`config.mk`:
```
export PLATFORM = sky130hd
export DESIGN_NAME = des_key_sched
export DESIGN_NICKNAME = d
export VERILOG_FILES = /design/src/rtl/des_key_sched.sv
export SDC_FILE = /design/constraint.sdc
export NUM_CORES = 1
export LEC_CHECK = 0
export BUFFER_PORTS_ARGS = -buffer_cell sky130_fd_sc_hd__buf_4
export CORE_MARGIN = 4
export CORE_UTILIZATION = 40
export CTS_CLUSTER_SIZE = 10
export DETAILED_ROUTE_END_ITERATION = 6
export HOLD_SLACK_MARGIN = 0.15
export PLACE_DENSITY = 0.66
export SLEW_MARGIN = 20
export SYNTH_ARGS = -nofsm -noshare
export SYNTH_HDL_FRONTEND = slang
export SYNTH_SLANG_ARGS = --single-unit
```
`constraint.sdc`:
```
create_clock -name clk -period 2.85 [get_ports clk]
set_input_delay 0.7125 -clock clk [delete_from_list [all_inputs] [get_ports clk]]
set_output_delay 0.7125 -clock clk [all_outputs]
set_load 0.02 [all_outputs]
```
`src/rtl/des_key_sched.sv`:
```
// DES key schedule: expands a 64-bit key into the 16 round subkeys, one per
// accepted handshake, in encrypt (K1..K16) or decrypt (K16..K1) order.
module des_key_sched (
  input  logic        clk,
  input  logic        rst_n,
  input  logic        start,
  input  logic [63:0] key_in,
  input  logic        decrypt,
  input  logic        subkey_ready,
  output logic [47:0] subkey,
  output logic [3:0]  subkey_idx,
  output logic        subkey_valid,
  output logic        busy,
  output logic        done
);

  typedef enum logic [1:0] {IDLE, RUN, FIN} state_t;

  // Tables use DES bit numbering: bit 1 is the MSB of the source vector.
  localparam int PC1_TAB [56] = '{
    57, 49, 41, 33, 25, 17,  9,  1, 58, 50, 42, 34, 26, 18,
    10,  2, 59, 51, 43, 35, 27, 19, 11,  3, 60, 52, 44, 36,
    63, 55, 47, 39, 31, 23, 15,  7, 62, 54, 46, 38, 30, 22,
    14,  6, 61, 53, 45, 37, 29, 21, 13,  5, 28, 20, 12,  4};

  localparam int PC2_TAB [48] = '{
    14, 17, 11, 24,  1,  5,  3, 28, 15,  6, 21, 10,
    23, 19, 12,  4, 26,  8, 16,  7, 27, 20, 13,  2,
    41, 52, 31, 37, 47, 55, 30, 40, 51, 45, 33, 48,
    44, 49, 39, 56, 34, 53, 46, 42, 50, 36, 29, 32};

  function automatic logic [55:0] pc1(input logic [63:0] k);
    logic [55:0] r;
    logic [5:0]  pos;
    r = '0;
    for (int i = 0; i < 56; i++) begin
      pos = 6'(64 - PC1_TAB[i]);
      r[6'(55 - i)] = k[pos];
    end
    return r;
  endfunction

  function automatic logic [47:0] pc2(input logic [55:0] cd);
    logic [47:0] r;
    logic [5:0]  pos;
    r = '0;
    for (int i = 0; i < 48; i++) begin
      pos = 6'(56 - PC2_TAB[i]);
      r[6'(47 - i)] = cd[pos];
    end
    return r;
  endfunction

  function automatic logic [27:0] rotl(input logic [27:0] x, input logic one);
    return one ? {x[26:0], x[27]} : {x[25:0], x[27:26]};
  endfunction

  function automatic logic [27:0] rotr(input logic [27:0] x, input logic one);
    return one ? {x[0], x[27:1]} : {x[1:0], x[27:2]};
  endfunction

  state_t      state;
  logic [27:0] c, d;
  logic [3:0]  count;
  logic        dec;

  logic        shift_one;
  logic [27:0] c_l, d_l, c_r, d_r;
  logic        unused_parity;

  assign unused_parity = ^{key_in[56], key_in[48], key_in[40], key_in[32],
                           key_in[24], key_in[16], key_in[8],  key_in[0]};

  // Encrypt keeps C(r-1)D(r-1) while presenting Kr, so the round's left shift
  // is applied on the way to PC-2; decrypt keeps the presented CD directly.
  always_comb begin
    if (dec)
      shift_one = (count == 4'd0) || (count == 4'd7) || (count == 4'd14);
    else
      shift_one = (count == 4'd0) || (count == 4'd1) || (count == 4'd8) || (count == 4'd15);
    c_l = rotl(c, shift_one);
    d_l = rotl(d, shift_one);
    c_r = rotr(c, shift_one);
    d_r = rotr(d, shift_one);
  end

  assign subkey     = dec ? pc2({c, d}) : pc2({c_l, d_l});
  assign subkey_idx = dec ? (4'd15 - count) : count;

  // NOTE: every register here, including C/D, is reset so that the outputs
  // derived from them read as zero immediately on rst_n falling.
  always_ff @(posedge clk or negedge rst_n) begin
    if (!rst_n) begin
      state        <= IDLE;
      c            <= '0;
      d            <= '0;
      count        <= '0;
      dec          <= 1'b0;
      subkey_valid <= 1'b0;
      busy         <= 1'b0;
      done         <= 1'b0;
    end else begin
      case (state)
        IDLE: begin
          done <= 1'b0;
          if (start) begin
            {c, d}       <= pc1(key_in);
            dec          <= decrypt;
            count        <= '0;
            state        <= RUN;
            subkey_valid <= 1'b1;
            busy         <= 1'b1;
          end
        end
        RUN: begin
          if (subkey_ready) begin
            c     <= dec ? c_r : c_l;
            d     <= dec ? d_r : d_l;
            count <= count + 4'd1;
            if (count == 4'd15) begin
              state        <= FIN;
              subkey_valid <= 1'b0;
              done         <= 1'b1;
            end
          end
        end
        FIN: begin
          state <= IDLE;
          done  <= 1'b0;
          busy  <= 1'b0;
        end
        default: begin
          state        <= IDLE;
          subkey_valid <= 1'b0;
          busy         <= 1'b0;
          done         <= 1'b0;
        end
      endcase
    end
  end

endmodule

```
==> out/qor.yml, run 1 <==
cells_and_area:
  finish.utilization_pct: 52.9
  seqCellArea_um2: 1650
  diodes: 0
  nFillCells: 1183
  layout-drive-gt1-share_pct: 28.6
  postLayoutCellArea_um2: 6980
  finalNetCount: 771
  area_growth_pct: 29.6
  multiInputGateArea_um2: 3570
sta:
  fin_crit_ns: 2.94
  layout_setup_ws_ns: -0.0940
  hold_violations: 0
  max-slew-margin-rel_pct: 32.4
  maxSlewViolCount: 0
  fin_skew_ns: 0.00565
  rsz0062_at_grt: "yes"
  worst_slew_pin_slew_ns: 1.01
  fmaxAchievable_mhz: 340
  period_share_pct: 103
  setup_viol: 24
cts:
  cts_tree: "done"
  cts.sinks: 66
  path_clk_slew_ns: 0.06
  cts_buffer_depth: 2
  cts_htree_levels: 3
  ctsHoldBuffers: 0
  cts_made_buffers: 9
  cts_root_buf: "clkbuf_16"
  clk_latency_ns: 0.34
logic_synthesis:
  synth_compound_area_share_pct: 23.6
  synth_top_family_by_area: "compound AO/OA/AOI/OAI gates"
  synth_common_cells: "95 x mux2i_1, 80 x nor2_1, 66 x dfrtp_1, 52 x o21ai_0, 35 x clkbuf_1"
  syn_inst: 619
  synth_fa_ha_area_share_pct: 0.929
  synth_edf_count: 0
  ys_seq_area_share_pct: 30.7
  synth_warnings: 0
  synthTopCellsByArea: "dfrtp_1 31%, mux2i_1 18%, nor2_1 5.6%"
  yosysTopAreaCellShare_pct: 30.7
  async_reset_ff_share_pct: 100
  synth-seq-cells: 66
  ys_types: 44
  synth_xor_area_share_pct: 0.976
  syn_avg_cell_area_um2: 8.70
  synth_area_um2: 5390
  yosys.area_share.simple_pct: 15.2
  synth_mux_area_share_pct: 18.4
  synth_ff_type: "dfrtp_1"
  synth_top_area_cell: "dfrtp_1"
  synth_most_common_cell: "mux2i_1"
hold_path:
  hold_class: "input port to asynchronous set/reset pin"
routing:
  firstDrtPassIters: 5
  vias: 5256
  drc: 0
  antenna_left: 0
  viasPerCell: 5.98
  drtIter0Drc: 519
  post_drt_wl_per_cell_um: 19.0
  wirelength_um: 16700
floorplan:
  dieHeight_um: 124
  placementRows: 42
  ios: 124
  initial_core_util_pct: 40.8
  die_area_um2: 15400
  die_w_um: 124
  coreArea_um2: 13200
power_and_ir_drop:
  powerDensity_nw_per_um2: 1510
  finalPower_mw: 10.5
  p_leak_nw: 2.97
  ir_drop_v: 0.000789
critical_path:
  cp_max_fo: 9
  crit_type: "flop to output pin"
  critPathBufInv: 4
  critPathMaxStageDelay_ns: 0.36
  crit_family: "buffers and inverters"
  cp-start-kind: "flop"
  critPathRequiredTime_ns: 2.14
  cp_common_cell: "buf_12"
  worstPathCellList: "inv_2 > ha_4 > or2_4 > a2bb2oi_4 > buf_12 > buf_12 > mux2i_2 > mux2i_1 > buf_4"
  slowest_stage: "dfrtp_1"
  worstSetupEndpointType: "output pin"
  crit_arrival_ns: 2.23
global_routing:
  grt_max_degree: 67
  antenna_found_initial: 0
  grt_pass1_vias: 5213
  track_usage_pct: 21.4
  grt_pass1_wl_um: 26300
  overflow: 0
placement:
  dp_hpwl_um: 10200
  gp_congestion: 0.873
  io_buffers: 75
  place_area_um2: 6050
flow_run:
  maxCapViolations: 0
run_status:
  violations: "setup timing"
  run_status: "complete, but fails checks"
## worst paths after layout
check                      slack, ns  cells after the start  startpoint          to
setup / recovery               -0.09                      9    count[1]  subkey[18]
hold / removal                  0.46                      1       rst_n       d[10]
setup reg to reg                0.40                      9    count[1]       d[16]
hold reg to reg                 0.49                      1        busy        busy
max in group asynchronous       1.68                      1       rst_n    count[0]
min in group clk                0.49                      1        busy        busy
## area by class of cell
type                       instances  share of cell area, %
multi-input combinational        462                   51.1
clock inverter                     4                  0.717
clock buffer                      12                   3.67
sequential                        66                   23.7
timing repair buffer             128                   16.0
inverter                          31                   1.67
tap                              176                   3.15
## logic make-up after synthesis
family,after synthesis
other cells,1
xor+xnor,6
mux,98
buf+inv,106
flops,66
fa+ha+maj,4
simple gates,168
compound gates,170
## report_power, final
part	internal (mW)	total [mW]	switching (mW)
combinational	3.61	7.46	3.85
clock	0.723	1.14	0.420
sequential	1.37	1.94	0.567
total	5.71	10.5	4.84
## through the flow
stage | hold WS (ns) | setup WS (ns) | instances | TNS, ns
after detailed placement | 0.479 | 0.0444 | 837 | 0
final | 0.464 | -0.0940 | 879 | -0.995
after floorplan | 0.417 | 0.00718 | 634 | 0
after global placement | 0.471 | 0.0708 | 837 | 0
after CTS | 0.491 | -0.0955 | 868 | -1.87
after global routing | 0.511 | -0.205 | 879 | -3.50
## metal layers
metal | global-route usage (%) | share of wire (%) | vias to the layer above
met2 | 34.4 | 48 | 231
met4 | 7.67 | 1.7 | 0
met1 | 28.6 | 43 | 2585
met3 | 4.31 | 6.8 | 26
li1 | - | - | 2414
met5 | 0 | 0 | -
## state kept, by name, indices dropped and copies added (netlist names)
signal        cells
busy              1
c                28
count             4
d                28
dec               1
done              1
state             2
subkey_valid      1
## worst register-to-register path: cells and delay by family (launching register included)
kind	cells	cell delay, ns
compound gates	3	0.82
fa+ha+maj	1	0.15
flops	1	0.39
mux	1	0.28
buf+inv	4	0.71
## layout by cell type (no fill, tap or decap), types with 3 or more instances in the layout
master,synthesis,routed
buf_4,20,108
nor2_1,80,79
dfrtp_1,66,65
mux2i_1,95,63
o21ai_0,52,52
inv_1,31,28
nor3_1,27,27
nor3b_1,25,25
o311ai_0,25,25
a211oi_1,25,25
a32o_1,23,23
mux2i_2,0,18
conb_1,1,16
mux2i_4,0,14
nand2_1,15,14
buf_6,7,13
clkbuf_16,0,10
xor2_1,6,6
o21a_1,6,6
and2_1,6,6
a221oi_1,6,6
a32oi_1,6,6
o31ai_1,6,6
a21boi_1,0,5
buf_12,0,5
inv_2,0,3
a21boi_2,0,3
nand3_1,3,3
a31o_2,3,3
nand2b_1,3,3
ha_4,0,3
## repair_timing
action	CTS	global route
setup endpoints to repair	32	32
buffers inserted	13	11
pin swaps	2	11
resized for setup	33	53
gates cloned	2	1
No activity file was read; power rests on OpenSTA's default activity.
==> inputs of run 2 (changes only) <==
--- a/config.mk
+++ b/config.mk
@@ -12,6 +12,7 @@
 export DETAILED_ROUTE_END_ITERATION = 6
 export HOLD_SLACK_MARGIN = 0.15
 export PLACE_DENSITY = 0.66
+export SETUP_SLACK_MARGIN = 0.1
 export SLEW_MARGIN = 20
 export SYNTH_ARGS = -nofsm -noshare
 export SYNTH_HDL_FRONTEND = slang
==> out/qor.yml, run 2 (synthesized netlist as in run 1, its figures left out) <==
power_and_ir_drop:
  p_comb_share_pct: 72.1  # was 70.8%
  share_seq_of_total_power_pct: 18.5  # was 18.4%
  finalPower_mw: 11.0  # was 10.5 mW
  power_frac_clock_pct: 9.5  # was 10.8%
  powerDensity_nw_per_um2: 1540  # was 1510 nW/µm²
  p_leak_nw: 2.98  # was 2.97 nW
  swShare_pct: 46.0  # was 45.9%
  p_sw_mw: 5.05  # was 4.84 mW
  ir_drop_v: 0.000934  # was 0.000789 V
  intPower_mw: 5.93  # was 5.71 mW
floorplan:
  die_w_um: 124  # unchanged
  die_area_um2: 15400  # unchanged
  initial_core_util_pct: 40.8  # unchanged
  dieHeight_um: 124  # unchanged
  coreArea_um2: 13200  # unchanged
  ios: 124  # unchanged
  placementRows: 42  # unchanged
critical_path:
  r2r-start: "count[0]"  # was count[1]
  slowest_stage: "dfrtp_2"  # was dfrtp_1
  critPathMaxStageDelay_ns: 0.41  # was 0.36 ns
  crit_type: "flop to output pin"  # unchanged
  crit_family: "buffers and inverters"  # unchanged
  critPathBufInv: 4  # unchanged
  crit_arrival_ns: 2.33  # was 2.23 ns
  critPathRequiredTime_ns: 2.14  # about the same
  worstSetupEndpointType: "output pin"  # unchanged
  reg2reg_depth: 8  # was 9
  r2r_setup_slack_ns: 0.44  # was 0.40 ns
  r2r_end: "c[4]"  # was d[16]
  cp_max_fo: 7  # was 9
  worstPathCellList: "inv_2 > ha_4 > or2_4 > a2bb2oi_4 > buf_8 > clkbuf_16 > mux2i_4 > mux2i_2 > buf_4"  # was inv_2 > ha_4 > or2_4 > a2bb2oi_4 > buf_12 > buf_12 > mux2i_2 > mux2i_1 > buf_4
  cp-start-kind: "flop"  # unchanged
placement:
  dp_slack_ns: 0.126  # was 0.0444 ns
  dp_hpwl_um: 10300  # was 10200 µm
  gp_congestion: 0.874  # was 0.873
  io_buffers: 75  # unchanged
  dp_cells: 838  # was 837
sta:
  maxSlewViolCount: 0  # unchanged
  fin_crit_ns: 3.05  # was 2.94 ns
  rsz0062_at_grt: "yes"  # unchanged
  worst_slew_pin_slew_ns: 0.922  # was 1.01 ns
  fin_skew_ns: 0.00719  # was 0.00565 ns
  period_share_pct: 107  # was 103%
  layout_setup_ws_ns: -0.196  # was -0.0940 ns
  setup_tns_ns: -2.93  # was -0.995 ns
  setup_viol: 31  # was 24
  max-slew-margin-rel_pct: 38.5  # was 32.4%
  fmaxAchievable_mhz: 328  # was 340 MHz
  hold_violations: 0  # unchanged
cells_and_area:
  finish.utilization_pct: 54.0  # was 52.9%
  area_growth_pct: 32.3  # was 29.6%
  nFillCells: 1173  # was 1183
  final_cell_mix: "109 x buf_4, 79 x nor2_1, 65 x dfrtp_1"  # was 108 x buf_4, 79 x nor2_1, 65 x dfrtp_1
  layout-drive-gt1-share_pct: 30.0  # was 28.6%
  multiInputGateArea_um2: 3690  # was 3570 µm²
  seqCellArea_um2: 1650  # unchanged
  diodes: 0  # unchanged
  reg.largest.list: "c (28), d (28), count (4)"  # unchanged
  finalNetCount: 773  # was 771
  instances_no_fill: 880  # was 879
  final_common_cell: "buf_4"  # unchanged
global_routing:
  grt_pass1_vias: 5295  # was 5213
  overflow: 0  # unchanged
  antenna_found_initial: 0  # unchanged
  track_usage_pct: 22.3  # was 21.4%
  grt_max_degree: 67  # unchanged
  grt_pass1_wl_um: 27000  # was 26300 µm
routing:
  wirelength_um: 17400  # was 16700 µm
  post_drt_wl_per_cell_um: 19.8  # was 19.0 µm
  drtIter0Drc: 567  # was 519
  vias: 5342  # was 5256
  drc: 0  # unchanged
  firstDrtPassIters: 5  # unchanged
  antenna_left: 0  # unchanged
  viasPerCell: 6.07  # was 5.98
cts:
  path_clk_slew_ns: 0.06  # about the same
  cts_htree_levels: 3  # unchanged
  cts_tree: "done"  # unchanged
  cts_made_buffers: 9  # unchanged
  cts.sinks: 66  # unchanged
  clk_latency_ns: 0.34  # about the same
  cts_root_buf: "clkbuf_16"  # unchanged
  cts_buffer_depth: 2  # unchanged
  ctsHoldBuffers: 0  # unchanged
flow_run:
  maxCapViolations: 0  # unchanged
hold_path:
  hold_class: "input port to asynchronous set/reset pin"  # unchanged
run_status:
  run_status: "complete, but fails checks"  # unchanged
  violations: "setup timing"  # unchanged
[run 2: cell count changes in the layout (fill, tap and decap cells not counted), moves of 2 or more]
cell / previous run / this run
clkinvlp_4: 2 / 0
mux2i_1: 63 / 54
buf_6: 13 / 10
clkinv_2: 1 / 3
ha_4: 3 / 1
mux2i_2: 18 / 15
mux2i_4: 14 / 26
[run 2: worst max path at each step]
stage | start | to | slack (ns) | cells past startpoint
global placement | count[0] | subkey[1] | 0.16 | 8
detailed placement | count[0] | subkey[1] | 0.13 | 8
CTS | count[0] | subkey[0] | -0.18 | 9
finish | count[0] | subkey[1] | -0.20 | 9
floorplan | count[0] | subkey[15] | 0.10 | 8
global route | count[0] | subkey[1] | -0.27 | 9
[run 2: metrics by stage]
stage | hold WS [ns] | cell area, µm²
floorplan | 0.417 | 5470
global placement | 0.475 | 6090
detailed placement | 0.478 | 6090
CTS | 0.502 | 6830
global route | 0.526 | 7130
finish | 0.471 | 7130
[run 2: final cells by class]
class | count | area share [%]
Multi-Input combinational cell | 462 | 51.8
Sequential cell | 66 | 23.2
Timing Repair Buffer | 130 | 16.5
Clock buffer | 12 | 3.60
Tap cell | 176 | 3.09
Inverter | 31 | 1.63
Clock inverter | 3 | 0.211
[run 2: metal layers]
| layer | vias up | GRT usage (%) | part of all wire (%) |
|---|---|---|---|
| met2 | 259 | 35.9 | 48 |
| met1 | 2626 | 29.5 | 42 |
| li1 | 2420 | - | - |
| met4 | 0 | 7.19 | 2.1 |
| met3 | 37 | 5.13 | 7.7 |
| met5 | - | 0 | 0 |
[run 2: worst register-to-register path, stage by stage, from the launching register on]
cell and delay [ns]:
dfrtp_2 0.44, buf_6 0.14, ha_2 0.19, buf_4 0.15, mux2_4 0.29, a22o_2 0.27, buf_4 0.28, mux2i_1 0.22
o41ai_1 0.31
[run 2: power by group through the flow]
stage | clock (mW) | sequential (mW) | combinational, mW
2_1_floorplan | 0 | 1.74 | 4.35
3_3_place_gp | 0 | 1.86 | 5.89
3_5_place_dp | 0 | 1.87 | 6.00
4_1_cts | 1.05 | 1.94 | 7.16
5_1_grt | 1.11 | 2.10 | 8.41
6_report | 1.04 | 2.03 | 7.92
[run 2: timing repair]
item,CTS,global route
gates resized for setup,49,42
gates cloned,2,2
endpoints found under the setup margin,32,32
pin swaps,6,4
endpoints found under the hold margin,0,0
setup buffers,18,7
